## config.mk

```make
export PLATFORM = sky130hd
export DESIGN_NAME = multicycle_ctrl
export DESIGN_NICKNAME = d
export VERILOG_FILES = /design/src/rtl/multicycle_ctrl.sv
export SDC_FILE = /design/constraint.sdc
export NUM_CORES = 1
export LEC_CHECK = 0
export ABC_CLOCK_PERIOD_IN_PS = 2730
export CORE_AREA = 3 3 51 53
export DETAILED_ROUTE_END_ITERATION = 10
export DIE_AREA = 0 0 54 56
export PLACE_DENSITY = 0.84
export SLEW_MARGIN = 20
export SYNTH_ARGS = -nofsm -noshare
export SYNTH_HDL_FRONTEND = slang
export SYNTH_SLANG_ARGS = --single-unit
```

## constraint.sdc

```tcl
create_clock -name clk -period 2.73 [get_ports clk]
set_clock_uncertainty 0.1 [all_clocks]
set_input_delay 0.4095 -clock clk [delete_from_list [all_inputs] [get_ports clk]]
set_output_delay 0.4095 -clock clk [all_outputs]
set_load 0.05 [all_outputs]
```

## src/rtl/multicycle_ctrl.sv

```systemverilog
// multicycle_ctrl - main control FSM for the multicycle MIPS datapath.
//
// Sequences fetch / decode / execute / memory / write-back over several
// cycles and drives every datapath mux select and write enable. Memory
// states (FETCH, MEMRD, MEMWR) stall until mem_ready; a bounded wait
// counter aborts to FETCH with a mem_err pulse if memory never answers.
//
// Ports:
//   clk, reset_n          clock (rising edge), async active-low reset
//   opcode, func          IR[31:26], IR[5:0]; used in DECODE/MEMADR/IEXEC
//   zero                  ALU zero flag (consumed by the PC logic through
//                         pc_write_cond, not by the FSM itself)
//   mem_ready             memory completes the current access this cycle
//   pc_write .. pc_source datapath controls (see field comments below)
//   illegal_op, mem_err   one-cycle error pulses
//   state                 current state code, for debug
//
// Handshake: a memory access is requested by mem_read/mem_write and is
// complete in the cycle mem_ready is high; the request is held (state does
// not advance) while mem_ready is low.
//
// Outputs are decoded from the state register (plus mem_ready in FETCH,
// and the timeout condition), so they are valid in the same cycle as the
// state. All outputs are forced to 0 while reset_n is low.

module multicycle_ctrl #(
  parameter int MEM_TIMEOUT = 16
) (
  input  logic       clk,
  input  logic       reset_n,
  input  logic [5:0] opcode,
  input  logic [5:0] func,
  input  logic       zero,
  input  logic       mem_ready,
  output logic       pc_write,
  output logic       pc_write_cond,
  output logic       iord,
  output logic       mem_read,
  output logic       mem_write,
  output logic       ir_write,
  output logic       mem_to_reg,
  output logic       reg_dst,
  output logic       reg_write,
  output logic       alu_src_a,
  output logic [1:0] alu_src_b,
  output logic [1:0] alu_op,
  output logic [1:0] pc_source,
  output logic       illegal_op,
  output logic       mem_err,
  output logic [3:0] state
);

  typedef enum logic [3:0] {
    S_FETCH  = 4'd0,
    S_DECODE = 4'd1,
    S_MEMADR = 4'd2,
    S_MEMRD  = 4'd3,
    S_MEMWB  = 4'd4,
    S_MEMWR  = 4'd5,
    S_REXEC  = 4'd6,
    S_RWB    = 4'd7,
    S_BRANCH = 4'd8,
    S_JUMP   = 4'd9,
    S_IEXEC  = 4'd10,
    S_IWB    = 4'd11,
    S_JR     = 4'd12
  } state_t;

  localparam logic [5:0] OP_RTYPE = 6'b000000;
  localparam logic [5:0] OP_LW    = 6'b100011;
  localparam logic [5:0] OP_SW    = 6'b101011;
  localparam logic [5:0] OP_BEQ   = 6'b000100;
  localparam logic [5:0] OP_J     = 6'b000010;
  localparam logic [5:0] OP_ADDI  = 6'b001000;
  localparam logic [5:0] OP_ANDI  = 6'b001100;
  localparam logic [5:0] FN_JR    = 6'b001000;

  localparam int CW = $clog2(MEM_TIMEOUT + 1);
  localparam logic [CW-1:0] WAIT_LAST = CW'(MEM_TIMEOUT - 1);

  state_t        state_q, state_d;
  logic [CW-1:0] wait_cnt;
  logic          wait_state;
  logic          timeout;
  logic          bad_op;

  // ZERO is only meaningful to the PC write logic outside this block.
  logic unused_zero;
  assign unused_zero = zero;

  assign wait_state = (state_q == S_FETCH) || (state_q == S_MEMRD) ||
                      (state_q == S_MEMWR);
  assign timeout    = wait_state && !mem_ready && (wait_cnt == WAIT_LAST);

  // Next-state logic
  always_comb begin
    state_d = state_q;
    bad_op  = 1'b0;
    case (state_q)
      S_FETCH:  if (mem_ready) state_d = S_DECODE;
      S_DECODE: begin
        case (opcode)
          OP_LW, OP_SW:     state_d = S_MEMADR;
          OP_RTYPE:         state_d = (func == FN_JR) ? S_JR : S_REXEC;
          OP_BEQ:           state_d = S_BRANCH;
          OP_J:             state_d = S_JUMP;
          OP_ADDI, OP_ANDI: state_d = S_IEXEC;
          default: begin
            state_d = S_FETCH;
            bad_op  = 1'b1;
          end
        endcase
      end
      S_MEMADR: state_d = (opcode == OP_SW) ? S_MEMWR : S_MEMRD;
      S_MEMRD:  if (mem_ready) state_d = S_MEMWB;
      S_MEMWR:  if (mem_ready) state_d = S_FETCH;
      S_REXEC:  state_d = S_RWB;
      S_IEXEC:  state_d = S_IWB;
      default:  state_d = S_FETCH;  // write-back/PC states and codes 13-15
    endcase
    if (timeout) state_d = S_FETCH;
  end

  // State and wait counter. The counter also clears on a FETCH timeout,
  // where the state code itself does not change.
  always_ff @(posedge clk or negedge reset_n) begin
    if (!reset_n) begin
      state_q  <= S_FETCH;
      wait_cnt <= '0;
    end else begin
      state_q <= state_d;
      if (wait_state && !mem_ready && !timeout && (state_d == state_q))
        wait_cnt <= wait_cnt + 1'b1;
      else
        wait_cnt <= '0;
    end
  end

  // Output decode
  always_comb begin
    pc_write      = 1'b0;
    pc_write_cond = 1'b0;
    iord          = 1'b0;
    mem_read      = 1'b0;
    mem_write     = 1'b0;
    ir_write      = 1'b0;
    mem_to_reg    = 1'b0;
    reg_dst       = 1'b0;
    reg_write     = 1'b0;
    alu_src_a     = 1'b0;
    alu_src_b     = 2'b00;
    alu_op        = 2'b00;
    pc_source     = 2'b00;
    case (state_q)
      S_FETCH: begin
        mem_read  = 1'b1;
        alu_src_b = 2'b01;        // PC + 4
        ir_write  = mem_ready;
        pc_write  = mem_ready;
      end
      S_DECODE: alu_src_b = 2'b11;  // branch target precompute
      S_MEMADR: begin
        alu_src_a = 1'b1;
        alu_src_b = 2'b10;
      end
      S_MEMRD: begin
        mem_read = 1'b1;
        iord     = 1'b1;
      end
      S_MEMWB: begin
        reg_write  = 1'b1;
        mem_to_reg = 1'b1;
      end
      S_MEMWR: begin
        mem_write = !timeout;     // abandoned store must not write
        iord      = 1'b1;
      end
      S_REXEC: begin
        alu_src_a = 1'b1;
        alu_op    = 2'b10;
      end
      S_RWB: begin
        reg_write = 1'b1;
        reg_dst   = 1'b1;
      end
      S_BRANCH: begin
        alu_src_a     = 1'b1;
        alu_op        = 2'b01;
        pc_write_cond = 1'b1;
        pc_source     = 2'b01;
      end
      S_JUMP: begin
        pc_write  = 1'b1;
        pc_source = 2'b10;
      end
      S_JR: begin
        pc_write  = 1'b1;
        pc_source = 2'b11;
      end
      S_IEXEC: begin
        alu_src_a = 1'b1;
        alu_src_b = 2'b10;
        alu_op    = (opcode == OP_ANDI) ? 2'b11 : 2'b00;
      end
      S_IWB: reg_write = 1'b1;
      default: ;
    endcase
    illegal_op = bad_op;
    mem_err    = timeout;
    state      = state_q;

    if (!reset_n) begin
      pc_write      = 1'b0;
      pc_write_cond = 1'b0;
      iord          = 1'b0;
      mem_read      = 1'b0;
      mem_write     = 1'b0;
      ir_write      = 1'b0;
      mem_to_reg    = 1'b0;
      reg_dst       = 1'b0;
      reg_write     = 1'b0;
      alu_src_a     = 1'b0;
      alu_src_b     = 2'b00;
      alu_op        = 2'b00;
      pc_source     = 2'b00;
      illegal_op    = 1'b0;
      mem_err       = 1'b0;
      state         = 4'd0;
    end
  end

endmodule

```

==> summary.txt <==
Logic synthesis
  • Number of synthesized flops with an enable pin: 0
  • Syn Area/Cell: 7.55 sq um
  • Synth Register Bits: 9
  • Largest area contributor in the netlist: dfrtp_1
  • Most used DFF post-synth: dfrtp_1
  • Post-Syn Instances: around 130
  • Post-synthesis sequential area ratio: 0.239
  • Synth area leaders: dfrtp_1 (24%), nor2_1 (7.6%), a21oi_1 (3.7%)
  • Net Count, Synth: 143
  • Netlist area before placement: approximately 940 sq um
  • Async SR Flop Fraction: 1.00
  • Synth Warn #: 0
  • Synth cell types: 44
  • Yosys top cell area share: 0.239

Timing
  • Unrepaired setup endpoints after global routing: no
  • FMAX: between 0.3 and 0.4 GHz
  • Min Tclk post-route: 2.63 ns
  • Hold Slack: ~0.38 ns
  • Worst Tran Pin Value: between 0.6 and 0.7 ns
  • Crit share post-route: 0.963
  • Final TNS setup: 0 ns
  • Slew Viols, Final: 0
  • Final setup fails: 0
  • Slew HR: 0.566
  • Final Hold Vio Count: 0

Global route
  • All-Layer GR Usage: 0.210
  • Largest net degree at the start of global routing: 20
  • Initial antenna violation count: 0
  • First-pass GRT wire length: 4.93 mm
  • Total global routing overflow: 0
  • Vias in the first global route: 1084

Power
  • Internal: roughly 0.63 mW
  • Sequential share of power: 0.191
  • Clock power share: 0.084
  • Worst IR drop on VDD: approximately 0.00066 V
  • Power, Total: about 1.2 mW
  • Net Sw Frac: 0.486
  • Sw Pwr: between 0.5 and 0.6 mW
  • Leakage: approximately 0.67 nW
  • Comb power frac: 0.725
  • Cell Pwr Density: around 760 nW/um^2

Run
  • Max-cap violation count: 0

Routing
  • Final WL: around 3.0 mm
  • Initial DRC Count: 26
  • 1st-pass router iterations: 4
  • Via density: 5.59
  • Vias: around 1100
  • Routed length per instance: about 16 um
  • Top layer used by detailed routing: met4
  • Post-route DRC violation count: 0
  • Remaining antenna violation count: 0
  • DRT met1 WL: ~1.1 mm
  • Routed wl met2: around 1.6 mm
  • Routed wl met3: between 150 and 200 um

Die
  • Die height: 56 um
  • Core Area: 2190 sq um
  • Die area: just over 3000 sq um
  • # rows: 17
  • Io pins: 38
  • Initial Util: 0.431
  • Die X: ~54 um

Setup path
  • Required @ worst endpoint: 2.22 ns
  • CP Capture Type: primary output
  • CP startpoint kind: flop
  • Crit path kind: reg -> out
  • Worst Path Arrival: roughly 2.1 ns
  • Worst-path fanout max: 19

CTS
  • CTS max path bufs: 2
  • Root buffer cell: clkbuf_4
  • Clk Latency, worst-skew pair: 0.26 ns
  • CTS tree: yes
  • CTS Hold Bufs: 0
  • Number of CTS-inserted buffers: 3
  • Clk sinks: 9
  • H-tree levels: 1
  • Post-CTS setup buffers: 0
  • Worst-path clk slew: roughly 0.060 ns
  • Cts repair resizes: 0

Layout
  • Filler cell count: 160
  • Post-synthesis to final-layout area growth: 71.1%
  • Layout Nets: approximately 180
  • Non-filler cells in the finished layout: 193
  • Diodes inserted: 0
  • Fraction of layout cells with a size suffix above 1: 0.261

Placement
  • Placed insts: between 150 and 200
  • HPWL after DPL: about 2.4 mm
  • Gpl congestion: 0.922
  • IO buf count: 36

Run status
  • Status: completed

Min path
  • Worst min-delay path class: reg -> reg
-- kinds of logic after synthesis --
| group | share of synthesized area |
|---|---|
| AND/OR/NAND/NOR | 0.422 |
| multiplexers | 0.0106 |
| adder cells (fa/ha/maj) | 0.0371 |
| flip-flops | 0.239 |
| AO/OA/AOI/OAI | 0.168 |
| buffers and inverters | 0.0782 |
| XOR/XNOR | 0.0451 |
-- power groups by stage --
stage	Combinational, mW	Clock, mW	Sequential [mW]
floorplan	0.577	0	0.183
global placement	0.850	0	0.227
detailed placement	0.881	0	0.234
CTS	0.886	0.106	0.231
global route	0.935	0.114	0.243
finish	0.885	0.102	0.234
-- state kept, by name, summed over array words and instances (netlist names) --
signal / flops
wait_cnt: 5
state_q: 4
-- metrics by stage --
stage,setup slack (ns),instance area (sq um),utilization
floorplan,0.0500,960,-
global placement,0.357,1590,0.725
detailed placement,0.314,1590,0.725
CTS,0.157,1610,0.737
global route,0.0186,1610,0.737
finish,0.100,1610,0.737
-- routing by layer --
layer	global-route usage	vias to the layer above
met3	0.0402	6
met2	0.377	49
met1	0.246	506
li1	-	518
met5	0	-
met4	0.0498	0
-- worst max-delay path: stages (launching register included) --
cell and delay (ns):
dfrtp_1 0.62, nor2_1 0.49, nand2_1 0.16, nor3b_1 0.39, buf_12 0.19
-- cell usage in the layout, fill, tap and decap left out, types with 5 or more instances in the layout --
master,n
buf_4,9
nand2_1,8
nor2b_1,5
a21oi_1,7
nand2b_1,5
inv_1,5
nor2_1,19
buf_12,22
dfrtp_1,9
clkdlybuf4s50_1,14
-- cells in the mapped netlist (2+ instances only) --
| library cell | instances |
|---|---|
| o21ai_0 | 2 |
| ha_1 | 2 |
| a31oi_1 | 2 |
| nand2b_1 | 5 |
| and3_1 | 2 |
| xnor2_1 | 2 |
| o31a_1 | 2 |
| o22ai_1 | 2 |
| nand2_1 | 8 |
| buf_4 | 2 |
| and2_1 | 4 |
| buf_2 | 5 |
| nand3b_1 | 3 |
| nor2b_1 | 5 |
| inv_1 | 5 |
| nor2_1 | 19 |
| o21a_1 | 3 |
| dfrtp_1 | 9 |
| nor4b_1 | 3 |
| nor3_1 | 6 |
| nand4_1 | 2 |
| a21oi_1 | 7 |
| nor3b_1 | 3 |
| nand3_1 | 2 |
-- final timing paths --
kind	endpoint	from	depth (start not counted)	slack (ns)
worst max-delay path	mem_read	state_q[2]	4	0.10
worst min-delay path	wait_cnt[0]	wait_cnt[0]	1	0.38
worst max register to register	state_q[1]	wait_cnt[0]	7	0.61
worst min register to register	wait_cnt[0]	wait_cnt[0]	1	0.38
max in group asynchronous	wait_cnt[2]	reset_n	2	1.84
min in group asynchronous	wait_cnt[0]	reset_n	2	0.53
-- layout make-up --
class / count / area, sq um / share of cell area
multi-input cells: 102 / 661 / 0.409
flip-flops and latches: 9 / 225 / 0.140
repair buffers: 45 / 648 / 0.402
well taps: 28 / 35.0 / 0.0217
clock buffers: 4 / 26.3 / 0.0163
inverters: 5 / 18.8 / 0.0116
Power figures use the tool's default switching activity.
